--- config.mk ---
export PLATFORM = sky130hd
export DESIGN_NAME = dmem_responder
export DESIGN_NICKNAME = d
export VERILOG_FILES = /design/src/rtl/dmem_responder.sv
export SDC_FILE = /design/constraint.sdc
export NUM_CORES = 2
export LEC_CHECK = 0
export CAP_MARGIN = 20
export CORE_MARGIN = 5
export CORE_UTILIZATION = 41
export CTS_CLUSTER_SIZE = 25
export DETAILED_ROUTE_END_ITERATION = 16
export GPL_TIMING_DRIVEN = 0
export PLACE_DENSITY = 0.59
export SYNTH_ARGS = -nofsm -noshare
export SYNTH_HDL_FRONTEND = slang
export SYNTH_SLANG_ARGS = --single-unit
--- constraint.sdc ---
create_clock -name clk -period 5.2 [get_ports clk]
set_clock_uncertainty 0.1 [all_clocks]
set_input_delay 1.04 -clock clk [delete_from_list [all_inputs] [get_ports clk]]
set_output_delay 1.04 -clock clk [all_outputs]
set_load 0.01 [all_outputs]
--- src/rtl/dmem_responder.sv ---
// Data-memory responder: accepts one load/store at a time, waits LATENCY cycles, then returns formatted data.
// Define DMEM_MISALIGN_ERR_EN to flag misaligned or illegal accesses through rsp_err.
module dmem_responder #(
  parameter int DATA_ADDRESS_WIDTH = 6,
  parameter int CPU_DATA_WIDTH     = 32,
  parameter int LATENCY            = 2
) (
  input  logic                      clk,
  input  logic                      rst,
  input  logic                      req_valid,
  output logic                      req_ready,
  input  logic                      req_write,
  input  logic [2:0]                req_funct3,
  input  logic [31:0]               req_addr,
  input  logic [CPU_DATA_WIDTH-1:0] req_wdata,
  output logic                      rsp_valid,
  input  logic                      rsp_ready,
  output logic [CPU_DATA_WIDTH-1:0] rsp_rdata,
  output logic                      rsp_err
);
  localparam int DEPTH = 2 ** DATA_ADDRESS_WIDTH;
  localparam int AW    = DATA_ADDRESS_WIDTH + 2;

  typedef enum logic [1:0] {IDLE, WAIT, RESP} state_t;

  state_t                      state_reg, state_next;
  logic [3:0]                  cnt_reg, cnt_next;
  logic                        wr_reg;
  logic [2:0]                  f3_reg;
  logic [AW-1:0]               addr_reg;
  logic [CPU_DATA_WIDTH-1:0]   wdata_reg;
  logic [CPU_DATA_WIDTH-1:0]   rdata_reg, rdata_next;
  logic                        err_reg, err_next;

  logic                        accept, commit, mem_we;
  logic                        legal, access_err, access_ok;
  logic [DATA_ADDRESS_WIDTH-1:0] rd_idx, wr_idx;
  logic [31:0]                 rd_word, shifted, load_data, store_data;
  logic [7:0]                  ld_byte;
  logic [15:0]                 ld_half;
  logic [3:0]                  store_be;
  logic                        unused_addr_bits;

  assign unused_addr_bits = ^req_addr[31:AW];

  assign req_ready = (state_reg == IDLE) && !rst;
  assign rsp_valid = (state_reg == RESP) && !rst;
  assign rsp_rdata = rdata_reg;
  assign rsp_err   = err_reg;
  assign accept    = req_valid && req_ready;
  assign commit    = (state_reg == WAIT) && (cnt_reg == 4'd0) && !rst;

  // Read address follows the live request in IDLE so the word is ready even when LATENCY is 1.
  assign rd_idx = (state_reg == IDLE) ? req_addr[AW-1:2] : addr_reg[AW-1:2];
  assign wr_idx = addr_reg[AW-1:2];

  genvar gi;
  generate
    for (gi = 0; gi < 4; gi++) begin : g_lane
      logic [7:0] lane_mem [DEPTH];
      logic [7:0] rd_byte_reg;
      always_ff @(posedge clk) begin
        if (mem_we && store_be[gi])
          lane_mem[wr_idx] <= store_data[gi*8 +: 8];
        rd_byte_reg <= lane_mem[rd_idx];
      end
      assign rd_word[gi*8 +: 8] = rd_byte_reg;
    end
  endgenerate

  always_comb begin
    shifted   = rd_word >> {addr_reg[1:0], 3'b000};
    ld_byte   = shifted[7:0];
    ld_half   = addr_reg[1] ? rd_word[31:16] : rd_word[15:0];
    load_data = 32'd0;
    case (f3_reg)
      3'b000:  load_data = {{24{ld_byte[7]}}, ld_byte};
      3'b001:  load_data = {{16{ld_half[15]}}, ld_half};
      3'b010:  load_data = rd_word;
      3'b100:  load_data = {24'd0, ld_byte};
      3'b101:  load_data = {16'd0, ld_half};
      default: load_data = 32'd0;
    endcase
    legal = wr_reg ? (f3_reg inside {3'b000, 3'b001, 3'b010})
                   : (f3_reg inside {3'b000, 3'b001, 3'b010, 3'b100, 3'b101});
`ifdef DMEM_MISALIGN_ERR_EN
    access_err = !legal
               || ((f3_reg[1:0] == 2'b01) && addr_reg[0])
               || ((f3_reg[1:0] == 2'b10) && (addr_reg[1:0] != 2'b00));
`else
    access_err = 1'b0;
`endif
    access_ok = legal && !access_err;
  end

  // Store data is replicated across lanes; the byte enables pick the target lane(s).
  always_comb begin
    store_be   = 4'b0000;
    store_data = wdata_reg;
    case (f3_reg[1:0])
      2'b00: begin
        store_be   = 4'b0001 << addr_reg[1:0];
        store_data = {4{wdata_reg[7:0]}};
      end
      2'b01: begin
        store_be   = addr_reg[1] ? 4'b1100 : 4'b0011;
        store_data = {2{wdata_reg[15:0]}};
      end
      2'b10:   store_be = 4'b1111;
      default: store_be = 4'b0000;
    endcase
  end

  assign mem_we = commit && wr_reg && access_ok;

  always_comb begin
    state_next = state_reg;
    cnt_next   = cnt_reg;
    rdata_next = rdata_reg;
    err_next   = err_reg;
    case (state_reg)
      IDLE: begin
        if (accept) begin
          state_next = WAIT;
          cnt_next   = 4'(LATENCY - 1);
        end
      end
      WAIT: begin
        if (cnt_reg == 4'd0) begin
          state_next = RESP;
          rdata_next = (!wr_reg && access_ok) ? load_data : 32'd0;
          err_next   = access_err;
        end else begin
          cnt_next = cnt_reg - 4'd1;
        end
      end
      RESP: begin
        if (rsp_valid && rsp_ready)
          state_next = IDLE;
      end
      default: state_next = IDLE;
    endcase
  end

  always_ff @(posedge clk) begin
    if (rst) begin
      state_reg <= IDLE;
      cnt_reg   <= 4'd0;
      rdata_reg <= '0;
      err_reg   <= 1'b0;
    end else begin
      state_reg <= state_next;
      cnt_reg   <= cnt_next;
      rdata_reg <= rdata_next;
      err_reg   <= err_next;
    end
  end

  always_ff @(posedge clk) begin
    if (accept) begin
      wr_reg    <= req_write;
      f3_reg    <= req_funct3;
      addr_reg  <= req_addr[AW-1:0];
      wdata_reg <= req_wdata;
    end
  end
endmodule
# Word-level counts from Yosys, hierarchy flattened
# Memory sizes are Yosys's and may differ from the RTL's. A register that Yosys moved wholly into a read port is not among the register bits.
# Cells that the tools add are included.
# op_classes
add_sub_neg	1
multipliers	0
div	0
order_cmp	0
eq_ne	12
shift	2
mux	23
n_bitwise	0
n_reduce_logical	25
# ops
operator	n
$pmux W32 S5	1
$pmux W32 S2	1
$mux W32	1
$shr A32 B5 Y8	1
$mux W16	1
$logic_and A1 B1 Y1	13
$mux W4	3
$pmux W4 S3	1
$mux W1	9
$pmux W4 S2	1
$eq A3 B3 Y1 const B	2
$mux W2	3
$mux W6	1
$pmux W2 S3	1
$reduce_and A3 Y1	2
$reduce_bool A5 Y1	1
$eq A2 B1 Y1 const B	2
$eq A2 B2 Y1 const B	2
$logic_not A2 Y1	2
$logic_not A4 Y1	1
$ne A2 B1 Y1 const B	2
$ne A2 B2 Y1 const B	2
$shl A1 B2 Y4 const A	1
$sub A4 B1 Y4 const B	1
other kinds (7)	8
# totals
register_bits	82
latch_bits	0
ram_bits	2048
rom_bits	0
out_inout_bits	35
elab_cells	74
mem_count	4
# memory_table
memory	words	width	rd	rd_clocked_by_memory_dff	write_ports	line_no	source
g_lane[0].lane_mem	64	8	1	1	1	60	logic [7:0] lane_mem [DEPTH];
g_lane[1].lane_mem	64	8	1	1	1	60	
g_lane[2].lane_mem	64	8	1	1	1	60	
g_lane[3].lane_mem	64	8	1	1	1	60	

# Logic depth before layout (Yosys ltp)
# logic_depth
ltp_word	8
ltp_mapped	12
mapped_depth_nobuf	8

# Least setup slack after synthesis
# Ideal clock, no wire load.
# synth_path
path_kind	register -> register
start	reg wdata_reg[0]
end	mem g_lane[3].lane_mem[0][0] (data pin)
t_arrival_ps	3793
required_time_ps	4398
path_slack_ps	604
stages_incl_launch_ff	3
path_buffers	0
cell_sequence	edfxtp_1 mux2i_1 o21ai_0
# synth_via
elab_chain_cells	1
# synth_lines
item	line_no	source
start, declared	31	logic [CPU_DATA_WIDTH-1:0] wdata_reg;
start signal, assigned	164	wdata_reg <= req_wdata;
$pmux W32 S2	100	case (f3_reg[1:0])
via store_data[24]	38	logic [31:0] rd_word, shifted, load_data, store_data;
end, declared	60	
# The timed path passes the listed nets, and every way through them passes these cells.

# Worst setup path after layout
# layout_path
start	in req_addr[4]
end	reg g_lane[3].rd_byte_reg[6], read port of g_lane[3].lane_mem
# layout_via
elab_chain_cells	1
# layout_lines
item	line_no	source
start, declared	14	input logic [31:0] req_addr,
$mux W6	54	assign rd_idx = (state_reg == IDLE) ? req_addr[AW-1:2] : addr_reg[AW-1:2];
end, declared	61	logic [7:0] rd_byte_reg;
# Every way passes these cells.
# A chain may end at the register's enable or synchronous reset.

==> key figures <==
Floorplanning
  • Row Count: between 150 and 200
  • Placeable core area: roughly 210000 um2
  • Die outline width: around 470 um
  • Initial core utilization: just over 40%
  • Die Y: between 400 and 500 um
  • Floorplan die area: between 200000 and 250000 um2
  • Count of boundary I/O pins: 107

Finish
  • Number of nets in the finished design: roughly 5800
  • Area overhead of the layout relative to synthesis: 15.9%
  • Final core area utilization: 47.8%
  • Share of post-route cells with drive strength above 1: approximately 16%
  • Largest Register: g_lane.lane_mem
  • Post-layout instance area: slightly above 100000 um2
  • Number of flip-flops in the largest register: approximately 2000

Status
  • Result of the run: complete, but fails checks
  • Violations in the final reports: negative setup slack

Worst hold path
  • Hold-critical path endpoint: rsp_rdata[4]
  • Hold path start: rsp_rdata[4]
  • Worst hold path stage count: 2
  • Path class of the lowest-slack min-delay path: reg2reg

Clock network
  • Clock slew seen by the registers of the worst setup and hold paths: 0.07 ns
  • Clock latency of the later-clocked register in the worst-skew pair: a little under 0.9 ns
  • Count of hold buffers inserted by post-cts repair: 0
  • Maximum clock path buffer count: 3
  • Total number of clock tree sinks: between 2000 and 2500
  • Clock H-tree levels: 4
  • Num CTS Buffers: between 200 and 250
  • Root Buffer Master: clkbuf_16
  • CTS tree: built

Critical path
  • Startpoint class of the critical path: primary input
  • Data required, critical path: about 5.9 ns
  • Critical path class: in2reg
  • Critical register-to-register path endpoint: g_lane[3].rd_byte_reg[6]
  • Worst-path fanout max: 10
  • Arr. time, crit path: around 6.3 ns
  • CP endpoint kind: flop
  • Launch instance of the worst register-to-register path: state_reg[1]
  • Worst reg2reg setup slack: -0.27 ns
  • Worst reg-to-reg path cell count: 11

Synthesis
  • Cell types with the largest area share after synthesis: edfxtp_1 72%, mux4_2 6.8%, mux2i_1 4.5%
  • Number of synthesized flops with an enable pin: 2092
  • Most used flip-flop cell after synthesis: edfxtp_1
  • Average cell area after synthesis: about 17 um2
  • Sequential element share of the synthesized area: 73.5%
  • Unique masters post-synth: slightly below 60
  • Area of the mapped netlist: slightly below 90000 um2
  • Count of warnings emitted by yosys: 0
  • Library cell with the largest summed area after synthesis: edfxtp_1
  • Flip-flop and latch count after synthesis: 2162
  • Top cell type's share of synthesized area: between 70% and 80%
  • Share of synthesized flip-flops with an asynchronous set or reset: 0%
  • Post-Syn Nets: around 5300
  • Post-synthesis cell count: 5259

Drt
  • Router iterations before antenna repair: 6
  • Routed WL: about 330 mm
  • Drt drc: 0
  • Total number of vias: roughly 55000
  • Detailed-route vias per instance: around 6.3
  • Remaining number of nets flagged by the antenna check after routing: 0
  • Detail-routed net length per standard cell: between 30 and 40 um
  • Drt first-iter violations: approximately 9000

STA
  • RSZ-0062 raised after global routing: false
  • Hold_ws: roughly 0.39 ns
  • Final Hold Vio Count: 0
  • # setup viols final: 8
  • Worst setup margin: -0.408 ns
  • Max-slew violation count: 0
  • Maximum achievable frequency: around 0.18 GHz
  • Pin slew with the least headroom to its limit: about 1.3 ns
  • Final total negative setup slack: -1.11 ns
  • Worst slew margin relative to its limit: ~15%
  • Fraction of the cycle the final worst path needs: 108%
  • Post-route minimum period: approximately 5.6 ns

Power
  • Power Dens Cells: ~380 nW/um2
  • Design Power: a little under 40 mW
  • Static leakage: between 30 and 40 nW
  • Peak VDD IR: 0.353 mV

Global routing
  • Vias in the first global route: between 50000 and 60000
  • First-pass GRT wire length: approximately 440 mm
  • Largest net degree at the start of global routing: 65
  • Overflow after GRT: 0
  • Overall global routing resource usage: ~29%
  • Antenna violations before repair: 32

Place
  • Weighted congestion reported at the end of routability-driven placement: between 1 and 1.5
  • Port-buffer cells: 80
  • Half-perimeter wire length after detailed placement: 235 mm
  • Cell area after placement: ~94000 um2

Job
  • Number of max-cap violations: 0
## cells in the final DEF (no fill, tap or decap), drive strengths merged, types with 4 or more instances in the layout
cell type,count
edfxtp,2092
clkbuf,505
nor2,482
mux2i,395
nand2,373
buf,309
mux4,264
a31oi,133
o21ai,110
nand3,102
clkinv,91
a21oi,89
a22oi,80
clkdlybuf4s50,80
dfxtp,70
and3,68
a211oi,67
o211ai,64
o32ai,64
a22o,64
nor3,52
mux2,50
nand2b,36
nor4,34
o211a,33
o2111ai,32
a32oi,32
nand4,32
diode,25
bufinv,18
a2bb2oi,16
inv,15
clkinvlp,6
or2,6
nor3b,5
or3b,4
## layout make-up
class,instances,area [um2]
flip-flops and latches,2162,64200
repair buffers,245,3270
multi-input cells,2709,21700
inverters,8,30.0
diodes,25,62.6
plain buffers,380,1730
clock buffers,270,5590
well taps,2821,3530
fillers,17900,111000
clock inverters,122,1200
## stage by stage
step	std cells	setup WS, ns
finish	8742	-0.408
global route	8722	0.0132
CTS	8696	0.0536
detailed placement	8304	-1.09
global placement	8160	-6.40
floorplan	5259	0.604
## layer usage
metal  GRT usage, %  vias up  part of all wire (%)
met3           9.32      886                    12
li1               -    21900                     -
met2           43.9     3907                    45
met1           36.5    28400                    36
met5              0        -                 0.098
met4           15.7       10                   6.7
## synth_stat cells (2+ instances only)
cell type	instances
edfxtp_1	2092
nor3_1	52
o21ai_1	2
a22oi_1	80
or2_1	5
dfxtp_1	70
and3_1	68
a31oi_1	133
o21a_1	3
inv_1	7
clkbuf_1	233
nor2_1	480
ha_1	2
mux4_2	264
buf_1	25
o211ai_1	64
nand3_1	102
nor3b_1	4
nand2_1	373
buf_4	14
a211oi_1	67
a22o_1	64
a32oi_1	32
mux2i_1	395
o21ai_2	2
nand4_1	32
mux2_2	50
a21oi_1	89
o211a_1	33
o2111ai_1	32
o32ai_1	64
buf_6	17
nor4b_1	3
a2bb2oi_1	16
nor4_1	34
o21ai_0	106
nand2b_1	36
buf_2	91
or3b_2	3
## kinds of logic (layout without fill, tap and decap cells)
| family | Yosys count | count (layout) | share of synthesized area (%) |
|---|---|---|---|
| adder cells (fa/ha/maj) | 2 | 2 | 0.0286 |
| AO/OA/AOI/OAI | 792 | 792 | 6.48 |
| multiplexers | 709 | 709 | 12.0 |
| flip-flops | 2162 | 2162 | 73.5 |
| AND/OR/NAND/NOR | 1203 | 1203 | 6.01 |
| XOR/XNOR | 2 | 2 | 0.0200 |
| other | 1 | 26 | 0.00429 |
| buffers and inverters | 388 | 1025 | 2.00 |
## worst max-delay path, stage by stage
cell and delay (ns):
clkdlybuf4s50_1 0.70, or4_1 0.19, o31a_1 0.15, clkbuf_1 0.71, clkbuf_1 0.64, clkbuf_1 0.81, o32ai_1 0.32, nor4_1 0.95
a31oi_1 0.17, buf_4 0.27, nand4_1 0.26
## how the worst max path moves through the flow
stage,from,endpoint,slack [ns],cells after the start
after floorplan,wdata_reg[0],g_lane[3].lane_mem[0][0],0.60,2
after global placement,wdata_reg[0],g_lane[3].lane_mem[24][0],-6.40,2
after detailed placement,req_addr[2],g_lane[2].rd_byte_reg[7],-1.09,10
after CTS,req_addr[2],g_lane[3].rd_byte_reg[2],0.05,11
after global routing,req_addr[2],g_lane[3].rd_byte_reg[0],0.01,11
final,req_addr[4],g_lane[3].rd_byte_reg[6],-0.41,11
## report_power, final
| part | internal [mW] | switching, mW | leakage, nW |
|---|---|---|---|
| clock | 8.51 | 6.82 | 3.30 |
| sequential | 19.2 | 0.0942 | 19.4 |
| combinational | 1.16 | 2.70 | 10.2 |
## what timing repair did
action | CTS | global route
endpoints found under the setup margin | 6 | 4
buffers inserted | 0 | 0
endpoints found under the hold margin | 0 | 0
resized for setup | 5 | 6
No activity file was read; power rests on OpenSTA's default activity.
